`config.mk`:
```
export PLATFORM = sky130hd
export DESIGN_NAME = keypad_scan_ctrl
export DESIGN_NICKNAME = d
export VERILOG_FILES = /design/src/rtl/keypad_scan_ctrl.sv
export SDC_FILE = /design/constraint.sdc
export NUM_CORES = 1
export LEC_CHECK = 0
export ABC_AREA = 1
export CAP_MARGIN = 20
export CORE_UTILIZATION = 45
export DETAILED_ROUTE_END_ITERATION = 6
export GPL_TIMING_DRIVEN = 1
export PLACE_DENSITY = 0.66
export SYNTH_ARGS = -nofsm -noshare
export SYNTH_HDL_FRONTEND = slang
export SYNTH_SLANG_ARGS = --single-unit
```
`constraint.sdc`:
```
create_clock -name clk -period 2.7 [get_ports clk]
set_input_delay 0.675 -clock clk [delete_from_list [all_inputs] [get_ports clk]]
set_output_delay 0.675 -clock clk [all_outputs]
set_load 0.02 [all_outputs]
```
`src/rtl/keypad_scan_ctrl.sv`:
```
// 4x4 keypad column scanner with whole-frame debounce and single-cycle key events.
// Optional auto-repeat while a key stays held is enabled by defining KEYPAD_REPEAT_EN.
module keypad_scan_ctrl #(
  parameter int COL_DWELL_CYCLES    = 50_000,
  parameter int DEBOUNCE_FRAMES     = 3,
  parameter int REPEAT_DELAY_FRAMES = 125,
  parameter int REPEAT_RATE_FRAMES  = 25
) (
  input  logic       clk,
  input  logic       rst_n,
  input  logic [3:0] row,
  output logic [3:0] col,
  output logic [3:0] key_code,
  output logic       key_valid,
  output logic       key_held,
  output logic       multi_key
);

  localparam int DW = (COL_DWELL_CYCLES > 2) ? $clog2(COL_DWELL_CYCLES) : 1;
  localparam int SW = (DEBOUNCE_FRAMES > 1) ? $clog2(DEBOUNCE_FRAMES + 1) : 1;
  localparam logic [DW-1:0] DWELL_LAST = DW'(COL_DWELL_CYCLES - 1);
  localparam logic [SW-1:0] DEB_MAX    = SW'(DEBOUNCE_FRAMES);

  if (COL_DWELL_CYCLES < 4 || DEBOUNCE_FRAMES < 1 ||
      REPEAT_DELAY_FRAMES < 1 || REPEAT_RATE_FRAMES < 1) begin : g_bad_param
    $error("keypad_scan_ctrl: parameter below legal minimum");
  end

`ifdef KEYPAD_REPEAT_EN
  localparam int RMAX = (REPEAT_DELAY_FRAMES > REPEAT_RATE_FRAMES) ?
                        REPEAT_DELAY_FRAMES : REPEAT_RATE_FRAMES;
  localparam int RW   = $clog2(RMAX + 1);
`endif

  typedef enum logic [0:0] {IDLE_WAIT = 1'b0, HELD = 1'b1} state_t;

  function automatic logic [3:0] key_map(input logic [1:0] r, input logic [1:0] c);
    case ({r, c})
      4'h0: key_map = 4'h1;  4'h1: key_map = 4'h2;  4'h2: key_map = 4'h3;  4'h3: key_map = 4'hA;
      4'h4: key_map = 4'h4;  4'h5: key_map = 4'h5;  4'h6: key_map = 4'h6;  4'h7: key_map = 4'hB;
      4'h8: key_map = 4'h7;  4'h9: key_map = 4'h8;  4'hA: key_map = 4'h9;  4'hB: key_map = 4'hC;
      4'hC: key_map = 4'h0;  4'hD: key_map = 4'hF;  4'hE: key_map = 4'hE;  4'hF: key_map = 4'hD;
      default: key_map = 4'h0;
    endcase
  endfunction

  function automatic logic [2:0] zero_count(input logic [3:0] r);
    zero_count = 3'd0;
    for (int i = 0; i < 4; i++) begin
      if (!r[i]) zero_count = zero_count + 3'd1;
    end
  endfunction

  function automatic logic [1:0] first_low(input logic [3:0] r);
    casez (r)
      4'b???0: first_low = 2'd0;
      4'b??01: first_low = 2'd1;
      4'b?011: first_low = 2'd2;
      4'b0111: first_low = 2'd3;
      default: first_low = 2'd0;
    endcase
  endfunction

  logic [3:0]    row_meta_r, row_sync_r;
  logic [DW-1:0] dwell_r;
  logic [1:0]    col_idx_r;
  logic          eval_r;
  logic [1:0]    hit_cnt_r;    // 0 = NONE, 1 = SINGLE, 2 = MULTI (saturated)
  logic [3:0]    hit_code_r;
  logic [1:0]    base_cnt_s, sample_cnt_s;
  logic [3:0]    base_code_s, sample_code_s;
  logic [2:0]    zeros_s, sum_s;

  state_t        state_r;
  logic [SW-1:0] stable_cnt_r, rel_cnt_r, stable_inc_s, rel_inc_s, stable_next_s;
  logic          prev_single_r;
  logic [3:0]    prev_code_r;
`ifdef KEYPAD_REPEAT_EN
  logic [RW-1:0] rep_cnt_r, rep_next_s, rep_target_s;
  logic          rep_first_r;
`endif

  // Fold the current column's sample into the running frame result; column 0 starts a fresh frame.
  always_comb begin
    zeros_s     = zero_count(row_sync_r);
    base_cnt_s  = (col_idx_r == 2'd0) ? 2'd0 : hit_cnt_r;
    base_code_s = (col_idx_r == 2'd0) ? 4'h0 : hit_code_r;
    sum_s       = {1'b0, base_cnt_s} + zeros_s;
    if (sum_s > 3'd2) begin
      sample_cnt_s = 2'd2;
    end else begin
      sample_cnt_s = sum_s[1:0];
    end
    if (base_cnt_s == 2'd0 && zeros_s == 3'd1) begin
      sample_code_s = key_map(first_low(row_sync_r), col_idx_r);
    end else begin
      sample_code_s = base_code_s;
    end
  end

  // Row synchronizer, column dwell timer and per-frame intersection accumulator.
  always_ff @(posedge clk or negedge rst_n) begin
    if (!rst_n) begin
      row_meta_r <= 4'b1111;
      row_sync_r <= 4'b1111;
      dwell_r    <= '0;
      col_idx_r  <= 2'd0;
      col        <= 4'b1110;
      eval_r     <= 1'b0;
      hit_cnt_r  <= 2'd0;
      hit_code_r <= 4'h0;
    end else begin
      row_meta_r <= row;
      row_sync_r <= row_meta_r;
      eval_r     <= 1'b0;
      if (dwell_r == DWELL_LAST) begin
        dwell_r    <= '0;
        col_idx_r  <= col_idx_r + 2'd1;
        col        <= ~(4'b0001 << (col_idx_r + 2'd1));
        hit_cnt_r  <= sample_cnt_s;
        hit_code_r <= sample_code_s;
        eval_r     <= (col_idx_r == 2'd3);
      end else begin
        dwell_r <= dwell_r + DW'(1);
      end
    end
  end

  // Saturating counter increments and the IDLE_WAIT press-stability update.
  always_comb begin
    stable_inc_s = (stable_cnt_r >= DEB_MAX) ? DEB_MAX : stable_cnt_r + SW'(1);
    rel_inc_s    = (rel_cnt_r >= DEB_MAX) ? DEB_MAX : rel_cnt_r + SW'(1);
    if (hit_cnt_r == 2'd1) begin
      if (prev_single_r && prev_code_r == hit_code_r) begin
        stable_next_s = stable_inc_s;
      end else begin
        stable_next_s = SW'(1);
      end
    end else begin
      stable_next_s = SW'(0);
    end
`ifdef KEYPAD_REPEAT_EN
    rep_next_s   = rep_cnt_r + RW'(1);
    rep_target_s = rep_first_r ? RW'(REPEAT_DELAY_FRAMES) : RW'(REPEAT_RATE_FRAMES);
`endif
  end

  // Debounce FSM, evaluated once per frame on the cycle after column 3 is sampled.
  always_ff @(posedge clk or negedge rst_n) begin
    if (!rst_n) begin
      state_r       <= IDLE_WAIT;
      stable_cnt_r  <= '0;
      rel_cnt_r     <= '0;
      prev_single_r <= 1'b0;
      prev_code_r   <= 4'h0;
      key_code      <= 4'h0;
      key_valid     <= 1'b0;
      key_held      <= 1'b0;
      multi_key     <= 1'b0;
`ifdef KEYPAD_REPEAT_EN
      rep_cnt_r     <= '0;
      rep_first_r   <= 1'b1;
`endif
    end else begin
      key_valid <= 1'b0;
      if (eval_r) begin
        multi_key     <= (hit_cnt_r == 2'd2);
        prev_single_r <= (hit_cnt_r == 2'd1);
        prev_code_r   <= hit_code_r;
        case (state_r)
          IDLE_WAIT: begin
            stable_cnt_r <= stable_next_s;
            rel_cnt_r    <= '0;
            if (stable_next_s == DEB_MAX) begin
              key_code  <= hit_code_r;
              key_valid <= 1'b1;
              key_held  <= 1'b1;
              state_r   <= HELD;
`ifdef KEYPAD_REPEAT_EN
              rep_cnt_r   <= '0;
              rep_first_r <= 1'b1;
`endif
            end
          end
          HELD: begin
            if (hit_cnt_r == 2'd0 && rel_inc_s == DEB_MAX) begin
              key_held     <= 1'b0;
              state_r      <= IDLE_WAIT;
              stable_cnt_r <= '0;
              rel_cnt_r    <= '0;
`ifdef KEYPAD_REPEAT_EN
              rep_cnt_r   <= '0;
              rep_first_r <= 1'b1;
`endif
            end else begin
              rel_cnt_r <= (hit_cnt_r == 2'd0) ? rel_inc_s : SW'(0);
`ifdef KEYPAD_REPEAT_EN
              if (rep_next_s == rep_target_s) begin
                key_valid   <= 1'b1;
                rep_cnt_r   <= '0;
                rep_first_r <= 1'b0;
              end else begin
                rep_cnt_r <= rep_next_s;
              end
`endif
            end
          end
          default: begin
            state_r  <= IDLE_WAIT;
            key_held <= 1'b0;
          end
        endcase
      end
    end
  end

endmodule
```
Word level (Yosys, flattened, before mapping)
Memory sizes are Yosys's and may differ from the RTL's.
Cells that the tools add are included.
{"block": "word_totals", "out_inout_bits": 11, "register_bits": 54, "n_memories": 1, "rom_bits": 64}
{"block": "classes", "bitwise": 2, "eq_ne": 13, "n_lt_le_gt_ge": 3, "shifts": 1, "n_addsub": 8, "reduce_logical": 11, "muxes": 29}
{"name": "(no name shown)", "words": 16, "width": 4, "read_ports": 1, "rd_ports_with_merged_regs": 0, "write_ports": 0, "line_no": "38", "source": "case ({r, c})"}
{"operator": "2-bit 2-to-1 mux", "n": 10}
{"operator": "16-bit by 1-bit adder with 16-bit output (second input constant)", "n": 1}
{"operator": "16-bit == test (second input constant)", "n": 1}
{"operator": "16-bit 2-to-1 mux", "n": 1}
{"operator": "3-bit by 1-bit adder with 3-bit output (second input constant)", "n": 3}
{"operator": "3-bit 2-to-1 mux", "n": 3}
{"operator": "2-bit == test (second input constant)", "n": 4}
{"operator": "1-bit 2-to-1 mux", "n": 8}
{"operator": "4-bit 2-to-1 mux", "n": 2}
{"operator": "2-bit case mux with 2 select lines", "n": 2}
{"operator": "2-bit by 1-bit adder with 2-bit output (second input constant)", "n": 3}
{"operator": "2-bit zero test", "n": 3}
{"operator": "2-bit case mux with 3 select lines", "n": 1}
{"operator": "3-bit AND reduction", "n": 2}
{"operator": "2-bit by 1-bit == test with 1-bit output (second input constant)", "n": 2}
{"operator": "4-bit by 3-bit == test with 1-bit output (second input constant)", "n": 1}
{"operator": "4-bit == test", "n": 1}
{"operator": "2-bit >= comparator (second input constant)", "n": 2}
{"operator": "4-bit inverter", "n": 1}
{"operator": "1-bit case mux with 2 select lines", "n": 2}
{"operator": "2-bit AND reduction", "n": 2}
{"operator": "1-bit by 2-bit << shifter with 4-bit output (first input constant)", "n": 1}
{"operator": "2-bit by 3-bit adder with 3-bit output", "n": 1}
{"operator": "3-bit by 1-bit == test with 1-bit output (second input constant)", "n": 1}
{"operator": "7 further kinds", "n": 9}

Depth between registers and ports, before layout
Gate-level depths: netlist of run 1.
An unclocked memory read counts as a cell.
{"block": "logic_depth", "word_depth": 12, "ltp_mapped": 16, "mapped_depth_nobuf": 16}

Worst setup path after synthesis of run 1
OpenSTA, ideal clock, no wires.
{"block": "synth_path", "path_kind": "reg2reg", "startpoint": "reg row_sync_r[0]", "endpoint": "reg hit_cnt_r[1]", "arrival_time_ps": 2281, "stages_incl_launch_ff": 15, "path_slack_ps": 302, "synth_period_minus_slack_ps": 2398, "cell_sequence": "dfstp_2 -> inv_1 -> ha_1 -> inv_1 -> nand2_2 -> nand2_1 -> ha_1 -> nand2_1 -> nand2_2 -> inv_1 -> fa_1 -> xor2_1 -> nand2_1 -> nand2_1 -> nand2_1"}
{"block": "synth_via", "elab_chain_len": 10}
{"item": "start, declared", "line_no": "64", "source": "logic [3:0] row_meta_r, row_sync_r;"}
{"item": "start signal, assigned", "line_no": "114", "source": "row_sync_r <= row_meta_r;"}
{"item": "1-bit 2-to-1 mux (*)", "line_no": "50", "source": "if (!r[i]) zero_count = zero_count + 3'd1;"}
{"item": "3-bit by 1-bit adder with 3-bit output", "line_no": "50"}
{"item": "3-bit 2-to-1 mux (*)", "line_no": "50"}
{"item": "3-bit by 1-bit adder with 3-bit output", "line_no": "50"}
{"item": "3-bit 2-to-1 mux (*)", "line_no": "50"}
{"item": "3-bit by 1-bit adder with 3-bit output", "line_no": "50"}
{"item": "3-bit 2-to-1 mux (*)", "line_no": "50"}
{"item": "2-bit by 3-bit adder with 3-bit output (*)", "line_no": "88", "source": "sum_s = {1'b0, base_cnt_s} + zeros_s;"}
{"item": "3-bit by 2-bit > comparator with 1-bit output", "line_no": "89", "source": "if (sum_s > 3'd2) begin"}
{"item": "2-bit 2-to-1 mux (*)", "line_no": "89"}
{"item": "end signal, assigned", "line_no": "120", "source": "hit_cnt_r <= sample_cnt_s;"}
{"item": "end, declared", "line_no": "68", "source": "logic [1:0] hit_cnt_r;"}
Every way passes the cells marked *; elsewhere a longest branch is shown, timed or not.
A chain may end at the register's enable or synchronous reset.

Worst setup path after layout of run 1
Ends and elaborated chain as after synthesis.

==> results_dict.tcl, run 1 <==
set metrics [dict create \
    status "finished, final reports clean" \
    critPathSlowestCell "dfstp_2" \
    cp.required_ns 2.91 \
    syn-instance-count 346 \
    hpwl_um 3660 \
    cpPeakStageDelay_ns 0.57 \
    grt-ovfl-total 0 \
    internal_power_w 0.00113 \
    yosysWarnings 0 \
    synth_top_family_by_area "simple AND/OR/NAND/NOR gates" \
    antenna_found_initial 0 \
    drtPass1Iterations 4 \
    htree_levels 2 \
    path_class "reg -> reg" \
    finClkSkew_ns 0.00656 \
    worstMarginPinSlew_ns 0.444 \
    antenna_cells 0 \
    cts.sinks 54 \
    clk_latency_ns 0.31 \
    fin_util_pct 53.5 \
    grt_pass1_vias 2054 \
    synth-edff-count 0 \
    worst_r2r_endpoint "hit_cnt_r[1]" \
    finalCritPeriodShare_pct 91.9 \
    synth_xor_area_share_pct 2.46 \
    finalSetupViolations 0 \
    critPathLaunch "row_sync_r[0]" \
    die_h_um 81.6 \
    start_kind "register" \
    synth.mux.area_fraction_pct 0 \
    crit_path_end "hit_cnt_r[1]" \
    synth_area_leaders "dfrtp_1, nand2_1, dfstp_2, inv_1, ha_1" \
    finalMaxSlewViolations 0 \
    p_clk_share_pct 37.3 \
    drcViolationCount 0 \
    core-area_um2 6030 \
    rows 28 \
    rrSetupSlack_ns 0.22 \
    hold_path.class "in -> async" \
    synth_seq_area_share_pct 47.9 \
    worstReg2RegStart "row_sync_r[0]" \
    grt_use_total_pct 17.2 \
    final.setup.worst_slack_ns 0.218 \
    p_sw_share_pct 23.0 \
    layout-drive-gt1-share_pct 15.7 \
    powerDensity_nw_per_um2 454 \
    routed_wl_um 4930 \
    hold_ws_ns 0.285 \
    ys.flop_type "dfrtp_1" \
    io_pins 17 \
    yosys.area.top_type "dfrtp_1" \
    timing.setup.tns_ns 0 \
    routabilityCongestion 0.855 \
    hold_buffers 0 \
    synth_cell_type_count 33 \
    hold_viol 0 \
    avgViaCountPerCell 4.82 \
    syn_nets 365 \
    syn_area_um2 2850 \
    leakage_nw 1.58 \
    final_nets 388 \
    initial_core_util_pct 47.3 \
    synth_area_per_cell_um2 8.24 \
    pwr-share-comb_pct 6.4 \
    clk_pin_slew_ns 0.10 \
    synth_top_cell_area_share_pct 37.8 \
    async_reset_ff_share_pct 100 \
    cp.depth 14 \
    root_buffer "clkbuf_8" \
    die_w_um 81.6 \
    area_growth_pct 13.1 \
    drtIter0Drc 86 \
    crit_chain "inv_1 -> ha_4 -> inv_1 -> nand2_2 -> nand2_1 -> ha_1 -> nand2_1 -> nand2_2 -> inv_1 -> fa_1 -> xor2_1 -> nand2_1 -> nand2_1 -> nand2_1" \
    rsz0062_at_grt "false" \
    crit_family "adder cells" \
    fp.dieArea_um2 6660 \
    p_seq_share_pct 56.3 \
    grt_max_degree 21 \
    cts-buffers-inserted 5 \
    synthAdderAreaFrac_pct 5.97 \
    period_needed_ns 2.48 \
    synth_compound_area_share_pct 5.71 \
    max_cap_violations 0 \
    synth_seq_cells 54 \
    cp_data_arrival_time_ns 2.69 \
    slew_headroom_pct 70.1 \
    max_freq_mhz 403 \
    crit_buf_inv 3 \
    grt_pass1_wl_um 8860 \
    yosys.area_share.simple_pct 29.8 \
    cts_tree "built" \
    p_sw_w 0.000337 \
    ir_drop_uv 194 \
    end_kind "register" \
    vias 2145 \
    clock_path_buffers 2 \
    wl_per_cell_um 11.1 \
    preCtsSetupSlack_ns 0.160 \
    worst_path_most_repeated_cell "nand2_1" \
    critical_path.max_fanout 5 \
    numPortBuffers 16 \
    reg2reg_depth 14 \
    final_antenna_net_count 0 \
]
[metal layers]
metal	up-vias	track usage (%)	routed length [um]
met1	983	22.5	2440
met3	8	3.89	164
met5	-	0	0
met4	0	5.44	59
li1	1120	-	-
met2	34	28.1	2260
[metrics by stage]
stage | cells | total power, W | area (um2)
after floorplan | 346 | 0.000894 | 2850
after CTS | 445 | 0.00148 | 3210
after detailed placement | 437 | 0.000930 | 3100
after global placement | 437 | 0.000926 | 3100
after global routing | 445 | 0.00153 | 3220
final | 445 | 0.00147 | 3220
[sequential cells by signal, indices dropped and copies added (netlist names)]
signal and count:
key_valid 1, hit_code_r 4, row_meta_r 4, row_sync_r 4, col_idx_r 2, eval_r 1, prev_code_r 4, dwell_r 16
hit_cnt_r 2, key_held 1, stable_cnt_r 2, state_r 1, col 4, prev_single_r 1, key_code 4, rel_cnt_r 2
multi_key 1
[layout make-up]
| class | instances | area (um2) |
|---|---|---|
| Inverter | 57 | 216 |
| Sequential cell | 54 | 1370 |
| Tap cell | 75 | 93.8 |
| Fill cell | 591 | 2800 |
| Clock inverter | 3 | 45.0 |
| Clock buffer | 5 | 68.8 |
| Multi-Input combinational cell | 233 | 1260 |
| Timing Repair Buffer | 18 | 170 |
[timing repair]
| action | 4_1_cts | 5_1_grt |
|---|---|---|
| endpoints found under the setup margin | 0 | 1 |
| buffers inserted | 0 | 0 |
| resized for setup | 0 | 2 |
[Yosys cell counts (2+ instances only)]
cell,instances
inv_2,9
dfstp_2,11
inv_1,46
nand2_1,95
nor3_1,4
nand3_1,20
nand3_2,2
nor2_4,3
xor2_1,8
o21ai_1,8
o21ai_0,14
nand4_1,4
nand2_2,9
clkinv_2,2
nand2_4,3
ha_1,12
o211ai_1,2
nor2_1,34
dfrtp_1,43
nor2_2,3
nor3_2,2
[kinds of logic after synthesis]
group / Yosys count
AND/OR/NAND/NOR: 183
adder cells (fa/ha/maj): 13
XOR/XNOR: 8
flip-flops: 54
buffers and inverters: 59
AO/OA/AOI/OAI: 29
[power by group through the flow]
stage	Combinational, W	Clock (W)	Sequential [W]
3_3_place_gp	0.0000870	0	0.000839
4_1_cts	0.0000915	0.000567	0.000825
6_report	0.0000936	0.000547	0.000824
2_1_floorplan	0.0000552	0	0.000839
5_1_grt	0.000108	0.000600	0.000826
3_5_place_dp	0.0000902	0	0.000840
[cells in the final DEF (no fill, tap or decap), types with 2 or more instances in the layout]
| cell type | Yosys | routed |
|---|---|---|
| nand2_1 | 95 | 95 |
| clkinv_2 | 2 | 2 |
| nor3_1 | 4 | 4 |
| o21ai_0 | 14 | 14 |
| inv_1 | 46 | 46 |
| nand4_1 | 4 | 4 |
| buf_4 | 0 | 2 |
| xor2_1 | 8 | 8 |
| inv_2 | 9 | 9 |
| o21ai_1 | 8 | 8 |
| clkbuf_8 | 0 | 5 |
| dfstp_2 | 11 | 11 |
| clkinvlp_4 | 0 | 2 |
| nand2_2 | 9 | 9 |
| ha_1 | 12 | 11 |
| nand2_4 | 3 | 3 |
| nor2_2 | 3 | 3 |
| dfrtp_1 | 43 | 43 |
| nand3_2 | 2 | 2 |
| nor2_4 | 3 | 3 |
| clkdlybuf4s50_1 | 0 | 15 |
| nor2_1 | 34 | 34 |
| nand3_1 | 20 | 20 |
| o211ai_1 | 2 | 2 |
| nor3_2 | 2 | 2 |
[worst min path at each step]
stage	from	to	slack, ns
after floorplan	row_meta_r[0]	row_sync_r[0]	0.35
after global placement	row_meta_r[1]	row_sync_r[1]	0.35
after detailed placement	row_meta_r[0]	row_sync_r[0]	0.35
after CTS	rst_n	stable_cnt_r[1]	0.29
after global routing	rst_n	stable_cnt_r[0]	0.31
final	rst_n	stable_cnt_r[1]	0.29
(Power assumes the default switching activity.)
==> inputs of run 2 (changes only) <==
--- a/config.mk
+++ b/config.mk
@@ -13,2 +13,3 @@
 export PLACE_DENSITY = 0.66
+export SKIP_CTS_REPAIR_TIMING = 1
 export SYNTH_ARGS = -nofsm -noshare
==> constraint.sdc (replaced) <==
create_clock -name clk -period 2.7 [get_ports clk]
set_input_delay 0.27 -clock clk [delete_from_list [all_inputs] [get_ports clk]]
set_output_delay 0.27 -clock clk [all_outputs]
set_load 0.02 [all_outputs]
==> results_dict.tcl, run 2 (synthesized netlist as in run 1, its figures left out) <==
set metrics [dict create \
    period_needed_ns 2.46 \
    hold_path.class "reg -> reg" \
    hpwl_um 3660 \
    critPathLaunch "row_sync_r[0]" \
    hold_viol 0 \
    p_sw_w 0.000321 \
    vias 2109 \
    fp.dieArea_um2 6660 \
    drtPass1Iterations 5 \
    final_nets 389 \
    largest-register "dwell_r" \
    routed_wl_um 4840 \
    crit_path_end "hit_cnt_r[1]" \
    clk_latency_ns 0.31 \
    routabilityCongestion 0.863 \
    worstMarginPinSlew_ns 0.450 \
    reg2reg_depth 14 \
    finalCritPeriodShare_pct 91.1 \
    rrSetupSlack_ns 0.24 \
    die_w_um 81.6 \
    layout-drive-gt1-share_pct 15.4 \
    powerDensity_nw_per_um2 448 \
    p_seq_share_pct 56.9 \
    rows 28 \
    htree_levels 2 \
    grt-ovfl-total 0 \
    fin_util_pct 53.6 \
    slew_headroom_pct 69.7 \
    path_class "reg -> reg" \
    max_freq_mhz 407 \
    cp.required_ns 2.91 \
    finalMaxSlewViolations 0 \
    clk_pin_slew_ns 0.10 \
    start_kind "register" \
    die_h_um 81.6 \
    grt_use_total_pct 16.4 \
    end_kind "register" \
    largest_register_ffs 16 \
    initial_core_util_pct 47.3 \
    p_clk_share_pct 36.7 \
    grt_pass1_vias 1956 \
    worstReg2RegStart "row_sync_r[0]" \
    cp_data_arrival_time_ns 2.67 \
    final_cell_mix "nand2_1, inv_1, dfrtp_1" \
    avgViaCountPerCell 4.74 \
    finalSetupViolations 0 \
    fin_area_um2 3230 \
    critical_path.max_fanout 5 \
    p_sw_share_pct 22.2 \
    internal_power_w 0.00113 \
    io_pins 17 \
    status "finished, final reports clean" \
    multiInputGateArea_um2 1260 \
    core-area_um2 6030 \
    final_common_cell "nand2_1" \
    clock_path_buffers 2 \
    placed_cell_area_um2 3100 \
    numPortBuffers 16 \
    grt_max_degree 22 \
    fill_cells 603 \
    antenna_found_initial 0 \
    drcViolationCount 0 \
    root_buffer "clkbuf_8" \
    drtIter0Drc 71 \
    wl_per_cell_um 10.9 \
    ir_drop_uv 365 \
    cts_tree "built" \
    regArea_um2 1370 \
    cts.sinks 54 \
    area_growth_pct 13.3 \
    timing.setup.tns_ns 0 \
    leakage_nw 1.59 \
    grt_pass1_wl_um 8300 \
    pwr-share-comb_pct 6.4 \
    hold-path-cell-count 0 \
    max_cap_violations 0 \
    final_antenna_net_count 0 \
    antenna_cells 0 \
    worst_r2r_endpoint "hit_cnt_r[1]" \
    rsz0062_at_grt "false" \
    cts-buffers-inserted 5 \
    finClkSkew_ns 0.00908 \
]
run 2: changes by cell type in the layout (fill, tap and decap cells not counted), sizes merged:
cell         previous run  this run
dlygate4sd3             0         1
clkinv                  2         3
clkinvlp                2         0
run 2: final cells by class:
| cell class | count | share of cell area [%] |
|---|---|---|
| repair buffers | 19 | 5.58 |
| well taps | 75 | 2.91 |
| inverters | 57 | 6.71 |
| clock inverters | 2 | 1.20 |
| multi-input cells | 233 | 39.2 |
| flip-flops and latches | 54 | 42.3 |
| clock buffers | 5 | 2.13 |
run 2: worst min path at each step:
stage                             start              end
after floorplan                   rst_n           col[0]
after global placement            rst_n          state_r
after detailed placement          rst_n  stable_cnt_r[0]
after CTS                         rst_n  stable_cnt_r[0]
after global routing             row[0]    row_meta_r[0]
final                     row_meta_r[3]    row_sync_r[3]
run 2: power groups by stage:
stage	Clock (W)	Sequential, W	Combinational, W
floorplan	0	0.000839	0.0000552
finish	0.000531	0.000824	0.0000920
global route	0.000585	0.000826	0.000107
detailed placement	0	0.000840	0.0000895
CTS	0.000556	0.000825	0.0000898
global placement	0	0.000839	0.0000872
run 2: through the flow:
stage	hold slack (ns)	power [W]	setup slack (ns)	cells
3_5_place_dp	0.205	0.000929	0.170	437
3_3_place_gp	0.206	0.000927	0.227	437
2_1_floorplan	-0.0256	0.000894	0.302	346
5_1_grt	0.349	0.00152	0.0420	445
6_report	0.359	0.00145	0.241	445
4_1_cts	-0.141	0.00147	0.163	444
run 2: routing by layer:
| metal | wire, um | vias up | GRT usage [%] |
|---|---|---|---|
| met1 | 2370 | 946 | 21.0 |
| met3 | 198 | 8 | 3.56 |
| met2 | 2190 | 43 | 26.8 |
| li1 | - | 1112 | - |
| met5 | 0 | - | 0 |
| met4 | 78 | 0 | 6.67 |
run 2: critical path: stages, from the launching register on:
cell     delay (ns)
dfstp_2        0.56
inv_1          0.07
ha_4           0.29
inv_1          0.06
nand2_2        0.07
nand2_1        0.05
ha_1           0.27
nand2_1        0.06
nand2_2        0.09
inv_1          0.06
fa_1           0.41
xor2_1         0.16
nand2_1        0.09
nand2_1        0.07
nand2_1        0.04
==> inputs of run 3 (changes only) <==
==> constraint.sdc (replaced) <==
create_clock -name clk -period 2.3 [get_ports clk]
set_input_delay 0.46 -clock clk [delete_from_list [all_inputs] [get_ports clk]]
set_output_delay 0.46 -clock clk [all_outputs]
set_load 0.02 [all_outputs]
==> results_dict.tcl, run 3 (synthesized netlist as in run 1, its figures left out) <==
set metrics [dict create \
    drcViolationCount 0 \
    clock_path_buffers 2 \
    initial_core_util_pct 47.3 \
    area_growth_pct 14.1 \
    drtPass1Iterations 4 \
    place_inst 439 \
    hpwl_um 3510 \
    cts.sinks 54 \
    root_buffer "clkbuf_8" \
    fp.dieArea_um2 6660 \
    crit_path_end "hit_cnt_r[1]" \
    path_class "reg -> reg" \
    cp_data_arrival_time_ns 2.47 \
    io_pins 17 \
    antenna_cells 0 \
    crit_chain "inv_2 -> ha_4 -> inv_2 -> nand2_2 -> nand2_2 -> ha_4 -> nand2_2 -> nand2_2 -> inv_2 -> fa_2 -> nand2_2 -> nand2_2 -> nand2_1" \
    cp.required_ns 2.50 \
    critPathLaunch "row_sync_r[1]" \
    grt_pass1_vias 1957 \
    ir_drop_uv 287 \
    avgViaCountPerCell 4.68 \
    slew_headroom_pct 56.2 \
    max_freq_mhz 441 \
    powerDensity_nw_per_um2 491 \
    numPortBuffers 16 \
    grt-ovfl-total 0 \
    grt_use_total_pct 16.2 \
    largest_register_ffs 16 \
    drtIter0Drc 119 \
    worst_path_most_repeated_cell "nand2_2" \
    rrSetupSlack_ns 0.03 \
    preCtsSetupSlack_ns -0.0712 \
    final_cell_mix "nand2_1, dfrtp_1, inv_1" \
    rsz0062_at_grt "true" \
    end_kind "register" \
    cts_tree "built" \
    clk_latency_ns 0.30 \
    largest-register "dwell_r" \
    finClkSkew_ns 0.0122 \
    cpPeakStageDelay_ns 0.55 \
    reg2reg_depth 13 \
    max_cap_violations 0 \
    vias 2095 \
    routabilityCongestion 0.816 \
    layout-drive-gt1-share_pct 19.0 \
    final.setup.worst_slack_ns 0.0304 \
    leakage_nw 1.58 \
    grt_pass1_wl_um 8270 \
    final_common_cell "nand2_1" \
    final_nets 391 \
    status "finished, final reports clean" \
    worstMarginPinSlew_ns 0.657 \
    period_needed_ns 2.27 \
    hold_ws_ns 0.253 \
    start_kind "register" \
    finalSetupViolations 0 \
    rows 28 \
    timing.setup.tns_ns 0 \
    grt_max_degree 55 \
    worst_r2r_endpoint "hit_cnt_r[1]" \
    die_w_um 81.6 \
    cts-buffers-inserted 5 \
    core-area_um2 6030 \
    hold_path.class "in -> async" \
    hold_viol 0 \
    worstReg2RegStart "row_sync_r[1]" \
    stdcell_count 448 \
    wl_per_cell_um 10.6 \
    finalMaxSlewViolations 0 \
    critPathSlowestCell "dfstp_2" \
    critical_path.max_fanout 5 \
    routed_wl_um 4760 \
    final_antenna_net_count 0 \
    antenna_found_initial 0 \
    clk_pin_slew_ns 0.09 \
    finalCritPeriodShare_pct 98.7 \
    fin_util_pct 54.0 \
    htree_levels 2 \
    die_h_um 81.6 \
]
[run 3: changes by cell type in the layout (fill, tap and decap cells not counted), moves of 2 or more]
cell      delta
inv_1        -4
inv_2        +4
nand2_1      -4
nand2_2      +4
buf_4        +3
clkbuf_1     +2
[run 3: layout make-up]
class,count,area (um2)
Sequential cell,54,1370
Inverter,57,216
Fill cell,574,2770
Tap cell,75,93.8
Timing Repair Buffer,21,193
Clock buffer,7,76.3
Multi-Input combinational cell,233,1300
Clock inverter,1,7.51
[run 3: power by group]
group	total [W]	internal, W	switching [W]
registers	0.000967	0.000962	0.00000514
clock network	0.000502	0.000216	0.000286
logic	0.000127	0.0000509	0.0000761
[run 3: how the worst min path moves through the flow]
| stage | start | endpoint | slack (ns) | cells after the start |
|---|---|---|---|---|
| floorplan | rst_n | col[0] | 0.16 | 0 |
| global placement | row_meta_r[2] | row_sync_r[2] | 0.35 | 0 |
| detailed placement | row_meta_r[2] | row_sync_r[2] | 0.35 | 0 |
| CTS | rst_n | stable_cnt_r[1] | 0.29 | 2 |
| global route | rst_n | stable_cnt_r[1] | 0.34 | 2 |
| finish | rst_n | stable_cnt_r[1] | 0.25 | 2 |
[run 3: metrics by stage]
step	total power (W)	cell area, um2
final	0.00160	3250
after global routing	0.00167	3250
after CTS	0.00161	3210
after detailed placement	0.00110	3130
after global placement	0.00110	3130
after floorplan	0.00105	2870
[run 3: per-layer routing]
metal | vias up | routed length [um] | global-route usage [%]
li1 | 1119 | - | -
met5 | - | 0 | 0
met2 | 26 | 2250 | 26.6
met4 | 0 | 56 | 6.32
met3 | 5 | 124 | 3.11
met1 | 945 | 2340 | 21.2
[run 3: worst max-delay path, delay by kind of cell (launching register included)]
kind | cells | cell delay (ns)
and+or+nand+nor | 7 | 0.45
adders and majority gates | 3 | 1.07
DFF | 1 | 0.55
buffers and inverters | 3 | 0.13
